File: src/rtl/io_port_pkg.sv
// Shared defaults and sizing helpers for the processor I/O port bridge.
// The optional overflow counter is enabled by defining IO_PORT_OVF_CNT_EN.
package io_port_pkg;

  localparam int DATA_W_DEF = 16;
  localparam int DEPTH_DEF  = 4;

  // Pointer width for a power-of-two FIFO; never narrower than one bit.
  function automatic int ptr_w(input int depth);
    return (depth > 1) ? $clog2(depth) : 1;
  endfunction

endpackage

File: src/rtl/io_port_fifo.sv
// First-word fall-through FIFO used on the OUT side of the I/O port bridge.
module io_port_fifo
  import io_port_pkg::*;
#(
  parameter int DEPTH  = DEPTH_DEF,
  parameter int DATA_W = DATA_W_DEF
) (
  input  logic              clk,
  input  logic              reset,
  input  logic              push,
  input  logic              pop,
  input  logic [DATA_W-1:0] wdata,
  output logic [DATA_W-1:0] rdata,
  output logic              full,
  output logic              empty
);

  localparam int PTR_W = ptr_w(DEPTH);
  localparam int CNT_W = $clog2(DEPTH) + 1;

  logic [DATA_W-1:0] mem [DEPTH];
  logic [PTR_W-1:0]  wr_ptr;
  logic [PTR_W-1:0]  rd_ptr;
  logic [CNT_W-1:0]  count;

  // Pointers wrap naturally because DEPTH is a power of two.
  always_ff @(posedge clk) begin
    if (reset) begin
      wr_ptr <= '0;
      rd_ptr <= '0;
      count  <= '0;
    end else begin
      if (push) wr_ptr <= wr_ptr + 1'b1;
      if (pop)  rd_ptr <= rd_ptr + 1'b1;
      case ({push, pop})
        2'b10:   count <= count + 1'b1;
        2'b01:   count <= count - 1'b1;
        default: count <= count;
      endcase
    end
  end

  always_ff @(posedge clk) begin
    if (push) mem[wr_ptr] <= wdata;
  end

  assign rdata = mem[rd_ptr];
  assign full  = (count == CNT_W'(DEPTH));
  assign empty = (count == '0);

endmodule

File: src/rtl/io_port_bridge.sv
// Bridges processor IN/OUT instructions to valid/ready streams.
// Define IO_PORT_OVF_CNT_EN to add a saturating ovf_count output.
module io_port_bridge
  import io_port_pkg::*;
#(
  parameter int DEPTH  = DEPTH_DEF,
  parameter int DATA_W = DATA_W_DEF
) (
  input  logic              clk,
  input  logic              reset,
  input  logic              out_strobe,
  input  logic [DATA_W-1:0] out_data,
  output logic              m_valid,
  output logic [DATA_W-1:0] m_data,
  input  logic              m_ready,
  input  logic              s_valid,
  input  logic [DATA_W-1:0] s_data,
  output logic              s_ready,
  input  logic              in_strobe,
  output logic [DATA_W-1:0] in_data,
  output logic              in_underflow,
  output logic              out_overflow
`ifdef IO_PORT_OVF_CNT_EN
  ,
  output logic [7:0]        ovf_count
`endif
);

  logic              fifo_full;
  logic              fifo_empty;
  logic              pop;
  logic              push;
  logic              drop;
  logic [DATA_W-1:0] hold;
  logic              hold_valid;

  // A pop in the same cycle frees the slot, so a full FIFO still takes the push.
  assign pop  = m_valid & m_ready;
  assign push = out_strobe & (~fifo_full | pop);
  assign drop = out_strobe & fifo_full & ~pop;

  io_port_fifo #(
    .DEPTH  (DEPTH),
    .DATA_W (DATA_W)
  ) u_fifo (
    .clk   (clk),
    .reset (reset),
    .push  (push),
    .pop   (pop),
    .wdata (out_data),
    .rdata (m_data),
    .full  (fifo_full),
    .empty (fifo_empty)
  );

  assign m_valid = ~fifo_empty;

  assign s_ready = ~hold_valid | in_strobe;
  assign in_data = hold;

  always_ff @(posedge clk) begin
    if (reset) begin
      hold         <= '0;
      hold_valid   <= 1'b0;
      in_underflow <= 1'b0;
    end else begin
      in_underflow <= in_strobe & ~hold_valid;
      if (s_valid && s_ready) begin
        hold       <= s_data;
        hold_valid <= 1'b1;
      end else if (in_strobe) begin
        hold_valid <= 1'b0;
      end
    end
  end

`ifdef IO_PORT_OVF_CNT_EN
  always_ff @(posedge clk) begin
    if (reset) begin
      out_overflow <= 1'b0;
      ovf_count    <= 8'd0;
    end else begin
      out_overflow <= drop;
      if (drop && ovf_count != 8'hFF) ovf_count <= ovf_count + 8'd1;
    end
  end
`else
  always_ff @(posedge clk) begin
    if (reset) out_overflow <= 1'b0;
    else       out_overflow <= drop;
  end
`endif

endmodule

File: config.mk
export PLATFORM = sky130hd
export DESIGN_NAME = io_port_bridge
export DESIGN_NICKNAME = d
export VERILOG_FILES = /design/src/rtl/io_port_pkg.sv /design/src/rtl/io_port_fifo.sv /design/src/rtl/io_port_bridge.sv
export SDC_FILE = /design/constraint.sdc
export NUM_CORES = 1
export LEC_CHECK = 0
export ABC_AREA = 1
export ABC_CLOCK_PERIOD_IN_PS = 1600
export BUFFER_PORTS_ARGS = -buffer_cell sky130_fd_sc_hd__buf_2
export CORE_MARGIN = 1.5
export CORE_UTILIZATION = 48
export CTS_CLUSTER_SIZE = 12
export DETAILED_ROUTE_END_ITERATION = 10
export PLACE_DENSITY = 0.83
export SYNTH_ARGS = -nofsm -noshare
export SYNTH_HDL_FRONTEND = slang
export SYNTH_SLANG_ARGS = --single-unit
File: constraint.sdc
create_clock -name clk -period 1.6 [get_ports clk]
set_input_delay 0.08 -clock clk [delete_from_list [all_inputs] [get_ports clk]]
set_output_delay 0.08 -clock clk [all_outputs]
set_load 0.01 [all_outputs]
* Word level (Yosys, flattened, before mapping) *
Memories as Yosys holds them, arrays and structs flattened. A register that Yosys moved wholly into a read port is not among the register bits.
Cells that the tools add are included.

storage, ports and cells
  output and inout bits = 36
  logic and storage cells = 37
  register bits = 26
  bits of input ports = 38
  memories kept = 1
  bits in writable memories = 64

memory list
  memory      depth  bits a word  rd ports  clocked after memory_dff  wr ports  RTL line            RTL
  u_fifo.mem  4      16           1         1                         1         io_port_fifo.sv:21  logic [DATA_W-1:0] mem [DEPTH];

operators by class
  bitwise operators = 11
  reductions and logical operators = 4
  eq/ne operators = 3
  muxes and demuxes = 7
  add/subtract/negate cells = 4

operators with widths
  operator                                          count
  one-hot mux 3 bit (2 select lines)                1
  bitwise AND 1 bit                                 5
  adder 2 x 1 -> 2 bit, second input constant       2
  two-way mux 1 bit                                 4
  two-way mux 2 bit                                 2
  NOT 1 bit                                         4
  nonzero test 2 bit                                2
  adder 3 x 1 -> 3 bit, second input constant       1
  == test 3 bit, second input constant              1
  zero test 3 bit                                   1
  subtractor 3 x 1 -> 3 bit, second input constant  1
  == test 2 x 1 -> 1 bit, second input constant     1
  == test 2 bit, second input constant              1
  bitwise OR 1 bit                                  2
  logical AND 1 bit                                 1

* Depth between registers and ports, before layout *
Gate-level depths: netlist (run 1).

  word-level depth = 7
  gate-level depth with buffers = 13
  gate-level depth less buffers = 13

* Modules after synthesis *
A second synthesis (run 1) with hierarchy kept.

unflattened totals
  cell total of the unflattened synthesis = 332
  area total of the unflattened synthesis = 3727.3 um2

modules (own cells, without submodules)
  module          sequential area each (um2)  times used  cells each  area an instance (um2)
  io_port_fifo    2102.0                      1           212         2798.9
  io_port_bridge  380.4                       1           120         928.4

* Worst setup path after synthesis (run 1) *
OpenSTA, ideal clock, no wires.

  path kind = flip-flop to flip-flop
  from = register u_fifo.count[2]
  to = memory u_fifo.mem[0][0] in the netlist's numbering, enable pin
  setup slack = -0.137 ns
  required time = 1.211 ns
  clock period less this slack = 1.737 ns
  arrival time = 1.348 ns
  library setup time = 0.389 ns
  path buffers = 0
  cell stages (with the launch flop) = 6
  cell sequence = dfxtp_1 inv_2 nor2_1 nand2_1 nand2_1 nor2_1

on the way
  cells in the longest elaborated chain, start to end = 7
  elaborated cells on any way between the ends = 9
  those cells by class = 1 x eq/ne; 2 x mux; 5 x bitwise; 1 x reduce/logical

RTL lines
  item                                       RTL line              RTL
  start: declaration                         io_port_fifo.sv:24    logic [CNT_W-1:0] count;
  start signal: assignment                   io_port_fifo.sv:36    2'b10: count <= count + 1'b1;
  start signal: assignment                   io_port_fifo.sv:37    2'b01: count <= count - 1'b1;
  start signal: assignment                   io_port_fifo.sv:38    default: count <= count;
  zero test 3 bit                            io_port_fifo.sv:49    assign empty = (count == '0);
  NOT 1 bit                                  io_port_bridge.sv:56  assign m_valid = ~fifo_empty;
  bitwise AND 1 bit                          io_port_bridge.sv:38  assign pop = m_valid & m_ready;
  bitwise OR 1 bit *                         io_port_bridge.sv:39  assign push = out_strobe & (~fifo_full | pop);
  bitwise AND 1 bit *                        io_port_bridge.sv:39
  two-way mux 1 bit *                        io_port_fifo.sv:44    if (push) mem[wr_ptr] <= wdata;
  two-way mux 1 bit (not written as such) *  io_port_fifo.sv:44
  end: declaration                           io_port_fifo.sv:21

Mark *: on every way between the ends. The rest lies on a longest branch, timed or not.

* Worst setup path in the final report (run 1) *
  from = register u_fifo.count[1]
  to = register u_fifo.count[2]

on the way
  cells in the longest elaborated chain, start to end = 7
  elaborated cells on any way between the ends = 13
  those cells by class = 2 x add/sub; 3 x eq/ne; 1 x mux; 5 x bitwise; 2 x reduce/logical

RTL lines
  item                                                                      RTL line              RTL
  zero test 3 bit                                                           io_port_fifo.sv:49
  NOT 1 bit                                                                 io_port_bridge.sv:56
  bitwise AND 1 bit                                                         io_port_bridge.sv:38
  bitwise OR 1 bit                                                          io_port_bridge.sv:39
  bitwise AND 1 bit                                                         io_port_bridge.sv:39
  == test 2 x 1 -> 1 bit or == test 2 bit (tied branches)                   io_port_fifo.sv:35    case ({push, pop})
  one-hot mux 3 bit (2 select lines) or nonzero test 2 bit (tied branches)  n/a

Several ways; a longest one is shown, not always the timed one.
A chain may end at the register's enable or synchronous reset.

==> results.md, run 1 <==
- Main flop type after synthesis: edfxtp_1
- Internal: 4.344 mW
- Clk sinks: 92
- Post-DR wirelength/cell: 14.52 um
- Syn avg cell area: 11.61 um2
- Critical path capture point type: flip-flop
- First-pass GRT wire length: 12.11 mm
- Synth area leader: edfxtp_1
- HP Class: primary input to flip-flop
- Worst hold start: s_data[15]
- Die X: 88.88 um
- Synthesized cell area: 3540 um2
- Synthesized Nets: 349
- Worst-margin pin slew: 0.3411 ns
- Post-synth EDFFs: 64
- Hold Path Sink: in_data[15]
- Die area: 7899 um2
- Vias in the first global route: 2,646
- Ys async rst share: 0%
- Dpl hpwl: 4.468 mm
- Fmax: 0.6372 GHz
- Count of input and output buffers: 73
- #FFs+latches synth: 92
- DR DRC count: 0
- Kind of critical path: flip-flop to flip-flop
- R2R depth: 12
- Worst EP required: 1.86 ns
- Pre-antenna DRT Iters: 4
- Std cell rows: 31
- H-Tree Depth: 3
- DRT Wirelength: 7.682 mm
- Sequential cell area fraction in the yosys report: 70.13%
- Max IR drop VDD: 0.0006480 V
- Synth top area cells: edfxtp_1 (54%), dfxtp_1 (16%), nor2_1 (7.2%)
- Ys Warns: 0
- Pleak: 1.904 nW
- Status: finished clean
- Post-Synth Adder-Cell Area: 2.333%
- Post-synthesis xor/xnor area fraction: 0%
- Clock-pin slew of the registers on the worst-case setup and hold paths: 0.09 ns
- Post-layout util: 66.02%
- Pwr Density: 1310 nW/um2
- RSZ-0062 raised after global routing: yes
- Period utilization: 98.08%
- Final ANT Viol Nets: 0
- Synth Area in Compound Gates: 10.75%
- Clock root cell: clkbuf_8
- Antenna violations before repair: 0
- Largest net degree at the start of global routing: 33
- Dpl ws: -0.07937 ns
- Area share of the largest cell type after synthesis: 54.29%
- RD Place Congestion: 0.6994
- Sequential Power Share: 46.4%
- Clock latency on the worst-skew pair: 0.35 ns
- Commonest cells post-synth: nor2_1 (68), edfxtp_1 (64), o21ai_1 (37)
- NumNets Final: 469
- Final Max Tran Viols: 0
- Critical path arrival: 1.83 ns
- Core ar.: 7176 um2
- Yosys cell types: 20
- I/O pin total: 74
- CTS tree: done
- Max-slew headroom: 77.23%
- Max cap viols: 0
- Filler Cell Count: 521
- Share of cells above drive strength 1: 31.40%
- R2r endpoint: u_fifo.count[2]
- Cts bufs inserted: 9
- R2R Setup Slk: 0.03 ns
- Setup Skew: 0.005636 ns
- Combinational Power Share: 25.9%
- Clock network fraction of total power: 27.7%
- Die Height: 88.88 um
- Worst Path Max Fanout: 2
- Area growth from synthesis to layout: 33.83%
- WHS Path Cells: 3
- Tot GR Track Use: 20.91%
- Setup crit start kind: flip-flop
- Vias: 2,653
- Proportion of synthesized area in mux cells: 0%
- Vias/cell: 5.015
- Minimum clock period after layout: 1.569 ns
- Synth Instances: 305
- DR iter-0 viols: 159
- Grt total ovfl: 0
- NetSw: 1.863 mW
- Antenna cells: 0
- Worst flop-to-flop path startpoint: u_fifo.count[1]
- Setup violators final: 0
- Post-Synth Simple-Gate Area: 12.16%
- Dominant combinational cell family by area after synthesis: simple AND/OR/NAND/NOR gates
- Final hold vios: 0
- Worst setup margin: 0.03074 ns
- Top-count cell post-synth: nor2_1
- Switching share of power: 30.02%
- Max clock buf depth: 2
- Initial core utilization: 49.33%
==> cells by family (layout without fill, tap and decap cells) <==
logic type / count (synthesis) / after routing
AO/OA/AOI/OAI: 72 / 72
flip-flops: 92 / 92
buffers and inverters: 33 / 158
adder cells (fa/ha/maj): 6 / 6
AND/OR/NAND/NOR: 102 / 102
==> power groups by stage <==
stage | Clock (mW) | Sequential (mW) | Combinational (mW)
final | 1.72 | 2.88 | 1.61
after global routing | 1.85 | 2.90 | 1.78
after CTS | 1.74 | 2.87 | 1.54
after detailed placement | 0 | 2.90 | 1.42
after global placement | 0 | 2.89 | 1.37
after floorplan | 0 | 2.90 | 0.857
==> metal layers <==
layer  global-route usage [%]  vias up  wire length (um)
li1                         -     1293                 -
met2                    36.09       87              3846
met5                        0        -                 0
met4                    8.381        0               129
met3                    6.250       15               520
met1                    24.43     1258              3186
==> cell type report <==
cell class                 count  area, um2  area share, %
tap                           99      123.9          2.615
inverter                      21      88.84          1.875
clock buffer                   9      123.9          2.615
sequential                    92       2490          52.56
clock inverter                 7      96.34          2.034
multi-input combinational    180      928.4          19.60
timing repair buffer         121      885.9          18.70
==> critical path, stage by stage, from the launching register on <==
cell and delay (ns):
dfxtp_2 0.34, nor2_4 0.13, nand2_2 0.08, nand2_2 0.09, ha_4 0.14, inv_2 0.04, fa_2 0.33, inv_1 0.06
nand2_1 0.04, nand3_1 0.08, nand2_1 0.05, nand2_1 0.05, nor2_1 0.04
==> flip-flops by register name, indices dropped and copies added, names as in the netlist, named ones only <==
| register | cells |
|---|---|
| out_overflow | 1 |
| in_underflow | 1 |
| u_fifo.wr_ptr | 2 |
| u_fifo.rd_ptr | 2 |
| u_fifo.count | 3 |
| u_fifo.mem | 64 |
| hold_valid | 1 |
| in_data | 16 |
==> worst max path at each step <==
stage | cells after the start | endpoint | start | slack (ns)
floorplan | 5 | u_fifo.mem[0][0] | u_fifo.count[2] | -0.07
global placement | 12 | u_fifo.count[2] | u_fifo.count[0] | -0.002
detailed placement | 13 | u_fifo.count[2] | u_fifo.count[2] | -0.08
CTS | 13 | u_fifo.count[2] | u_fifo.count[1] | 0.005
global route | 12 | u_fifo.count[2] | u_fifo.count[1] | -0.05
finish | 12 | u_fifo.count[2] | u_fifo.count[1] | 0.03
==> cell usage in the layout (no fill, tap or decap) <==
| cell | synthesis | final |
|---|---|---|
| fa_2 | 0 | 1 |
| nor2_4 | 0 | 1 |
| nand2_2 | 0 | 4 |
| o22ai_1 | 16 | 16 |
| inv_6 | 0 | 2 |
| o21ai_1 | 37 | 37 |
| nor2_2 | 10 | 11 |
| buf_12 | 1 | 6 |
| bufinv_16 | 0 | 2 |
| dfxtp_1 | 28 | 24 |
| dfxtp_2 | 0 | 3 |
| inv_4 | 1 | 2 |
| a21oi_1 | 6 | 6 |
| dfxtp_4 | 0 | 1 |
| nand2_4 | 2 | 2 |
| inv_1 | 15 | 13 |
| clkinv_2 | 0 | 2 |
| nand3_1 | 5 | 5 |
| buf_4 | 3 | 8 |
| buf_2 | 8 | 73 |
| o21ai_0 | 13 | 13 |
| nor3_1 | 1 | 1 |
| edfxtp_1 | 64 | 64 |
| dlygate4sd3_1 | 0 | 34 |
| clkbuf_8 | 0 | 9 |
| nand2_1 | 16 | 12 |
| inv_2 | 5 | 5 |
| ha_4 | 0 | 1 |
| clkinv_4 | 0 | 2 |
| nor2_1 | 68 | 66 |
| ha_1 | 5 | 4 |
==> what timing repair did <==
item	4_1_cts	5_1_grt
cloned	0	0
resized for setup	12	8
pin swaps	1	0
setup buffers	0	3
hold buffers	34	0
setup endpoints to repair	18	13
endpoints found under the hold margin	84	0
==> stage by stage <==
stage / cell area (um2) / std cells / power [mW] / setup TNS (ns) / hold slack [ns]
global placement: 4101 / 476 / 4.268 / -0.002279 / 0.2925
floorplan: 3550 / 305 / 3.760 / -4.604 / 0.1491
CTS: 4698 / 526 / 6.149 / 0 / 0.02009
detailed placement: 4101 / 476 / 4.326 / -0.07937 / 0.2983
global route: 4737 / 529 / 6.533 / -0.05142 / 0.05670
finish: 4737 / 529 / 6.207 / 0 / 0.02532
Power figures use the tool's default switching activity.
==> run 2, diff against run 1 <==
Settings changed: PLACE_DENSITY 0.83 to default, PLACE_DENSITY_LB_ADDON from default to 0.12.
==> results.md, run 2 (synthesis results as in run 1) <==
- RSZ-0062 raised after global routing: yes
- Worst EP required: 1.84 ns (-0.02 ns)
- Most common cell after layout, fill and taps aside: buf_2
- Clock-pin slew of the registers on the worst-case setup and hold paths: 0.08 ns (about the same)
- Critical path capture point type: flip-flop
- Dpl ws: -0.05701 ns (+0.02236 ns)
- Placed cell area: 4094 um2 (-0.18%)
- Worst path slowest cell: fa_2
- Die area: 7899 um2 (unchanged)
- Worst setup margin: 0.02466 ns (-0.006079 ns)
- Pleak: 1.877 nW (-1.4%)
- TNS Setup: 0 ns (unchanged)
- Antenna cells: 0 (unchanged)
- Minimum clock period after layout: 1.575 ns (+0.006079 ns)
- Most used cell, CP: nand2_1
- DR DRC count: 0 (unchanged)
- Die Height: 88.88 um (unchanged)
- Count of input and output buffers: 73 (unchanged)
- Pre-antenna DRT Iters: 4 (unchanged)
- Slowest cell delay on critical path: 0.36 ns (+0.02 ns)
- H-Tree Depth: 3 (unchanged)
- Clock latency on the worst-skew pair: 0.35 ns (about the same)
- Setup Skew: 0.008219 ns (+0.002583 ns)
- DR iter-0 viols: 130 (-18%)
- Critical path arrival: 1.82 ns (about the same)
- Commonest non-fill, non-tap cells in the layout: buf_2 (73), nor2_1 (66), edfxtp_1 (64)
- Design area: 4682 um2 (-1.2%)
- Reg with most FFs: u_fifo.mem
- Worst-margin pin slew: 0.3397 ns (-0.001410 ns)
- Post-DR wirelength/cell: 12.86 um (-11%)
- Crit path cell chain: nor2_4 -> nand2_2 -> nand2_2 -> ha_4 -> inv_2 -> fa_2 -> inv_1 -> nand2_1 -> nand3_2 -> nand2_1 -> nand2_1 -> nor2_1
- Filler Cell Count: 594 (+14%)
- Max reg flops: 64 (unchanged)
- HP Class: primary input to flip-flop
- Max-slew headroom: 77.32% (+0.094 points)
- Max IR drop VDD: 0.0008972 V (+38%)
- Setup crit start kind: flip-flop
- NumNets Final: 473 (+0.85%)
- Final Max Tran Viols: 0 (unchanged)
- I/O pin total: 74 (unchanged)
- Status: finished clean
- Final hold vios: 0 (unchanged)
- First-pass GRT wire length: 10.92 mm (-9.8%)
- Pwr Density: 1234 nW/um2 (-5.9%)
- Die X: 88.88 um (unchanged)
- Period utilization: 98.46% (+0.38 points)
- Clock root cell: clkbuf_8
- Core ar.: 7176 um2 (unchanged)
- CTS tree: done
- Max clock buf depth: 2 (unchanged)
- Post-layout util: 65.25% (-0.77 points)
- Max cap viols: 0 (unchanged)
- Worst Path Max Fanout: 2 (unchanged)
- DRT Wirelength: 6.854 mm (-11%)
- Final ANT Viol Nets: 0 (unchanged)
- Non-Filler Instances: 533 (+0.76%)
- Share of cells above drive strength 1: 32.03% (+0.63 points)
- RD Place Congestion: 0.7814 (+12%)
- Dpl hpwl: 4.149 mm (-7.1%)
- Total power: 5.775 mW (-7.0%)
- Area growth from synthesis to layout: 32.27%
- Tot GR Track Use: 18.54% (-2.4 points)
- Grt total ovfl: 0 (unchanged)
- Vias/cell: 4.700 (-6.3%)
- Vias: 2,505 (-5.6%)
- Fmax: 0.6348 GHz (-0.39%)
- Placed insts: 480 (+0.84%)
- Antenna violations before repair: 0 (unchanged)
- Vias in the first global route: 2,331 (-12%)
- Initial core utilization: 49.33% (unchanged)
- Clk sinks: 92 (unchanged)
- Sequential cell area: 2489 um2 (about the same)
- Hold Slack: 0.02089 ns (-0.004435 ns)
- Kind of critical path: flip-flop to flip-flop
- Multi-input gate area: 933.4 um2 (+0.54%)
- Std cell rows: 31 (unchanged)
- Largest delay contributor family on the critical path: simple AND/OR/NAND/NOR gates
- Cts bufs inserted: 9 (unchanged)
- Buf/Inv on CP: 2 (unchanged)
- Largest net degree at the start of global routing: 33 (unchanged)
- Setup violators final: 0 (unchanged)
[run 2: area by class of cell]
cell class | count | area share (%)
Multi-Input combinational cell | 180 | 19.94
Sequential cell | 92 | 53.15
Clock inverter | 7 | 0.9353
Tap cell | 99 | 2.646
Timing Repair Buffer | 125 | 18.84
Inverter | 21 | 1.844
Clock buffer | 9 | 2.646
[run 2: final timing paths]
| path | start | end | slack (ns) | cells past startpoint |
|---|---|---|---|---|
| hold / removal | out_strobe | out_overflow | 0.02 | 3 |
| setup / recovery | u_fifo.count[0] | u_fifo.count[2] | 0.02 | 12 |
| setup reg to reg | u_fifo.count[0] | u_fifo.count[2] | 0.02 | 12 |
| hold reg to reg | in_data[4] | in_data[4] | 0.48 | 2 |
[run 2: worst register-to-register path: stages (launching register included)]
cell and delay [ns]:
dfxtp_2 0.34, nor2_4 0.13, nand2_2 0.07, nand2_2 0.09, ha_4 0.14, inv_2 0.05, fa_2 0.36, inv_1 0.06
nand2_1 0.05, nand3_2 0.06, nand2_1 0.05, nand2_1 0.05, nor2_1 0.04
[run 2: where the power goes]
group	switching, mW	total [mW]	internal (mW)
Clock	0.779	1.33	0.553
Combinational	0.880	1.58	0.699
Sequential	0.106	2.86	2.76
Total	1.76	5.78	4.01
[run 2: layer usage]
layer	wire length, um	vias to the layer above	global-route usage, %
met5	0	-	0
met1	3058	1135	23.29
li1	-	1299	-
met3	256	11	3.451
met2	3419	60	31.40
met4	120	0	8.097
[run 2: what timing repair did]
action / CTS / global route
buffers inserted: 1 / 2
hold endpoints to repair: 84 / 0
resized for setup: 6 / 15
hold buffers: 34 / 0
setup endpoints to repair: 9 / 12
pin swaps: 1 / 3
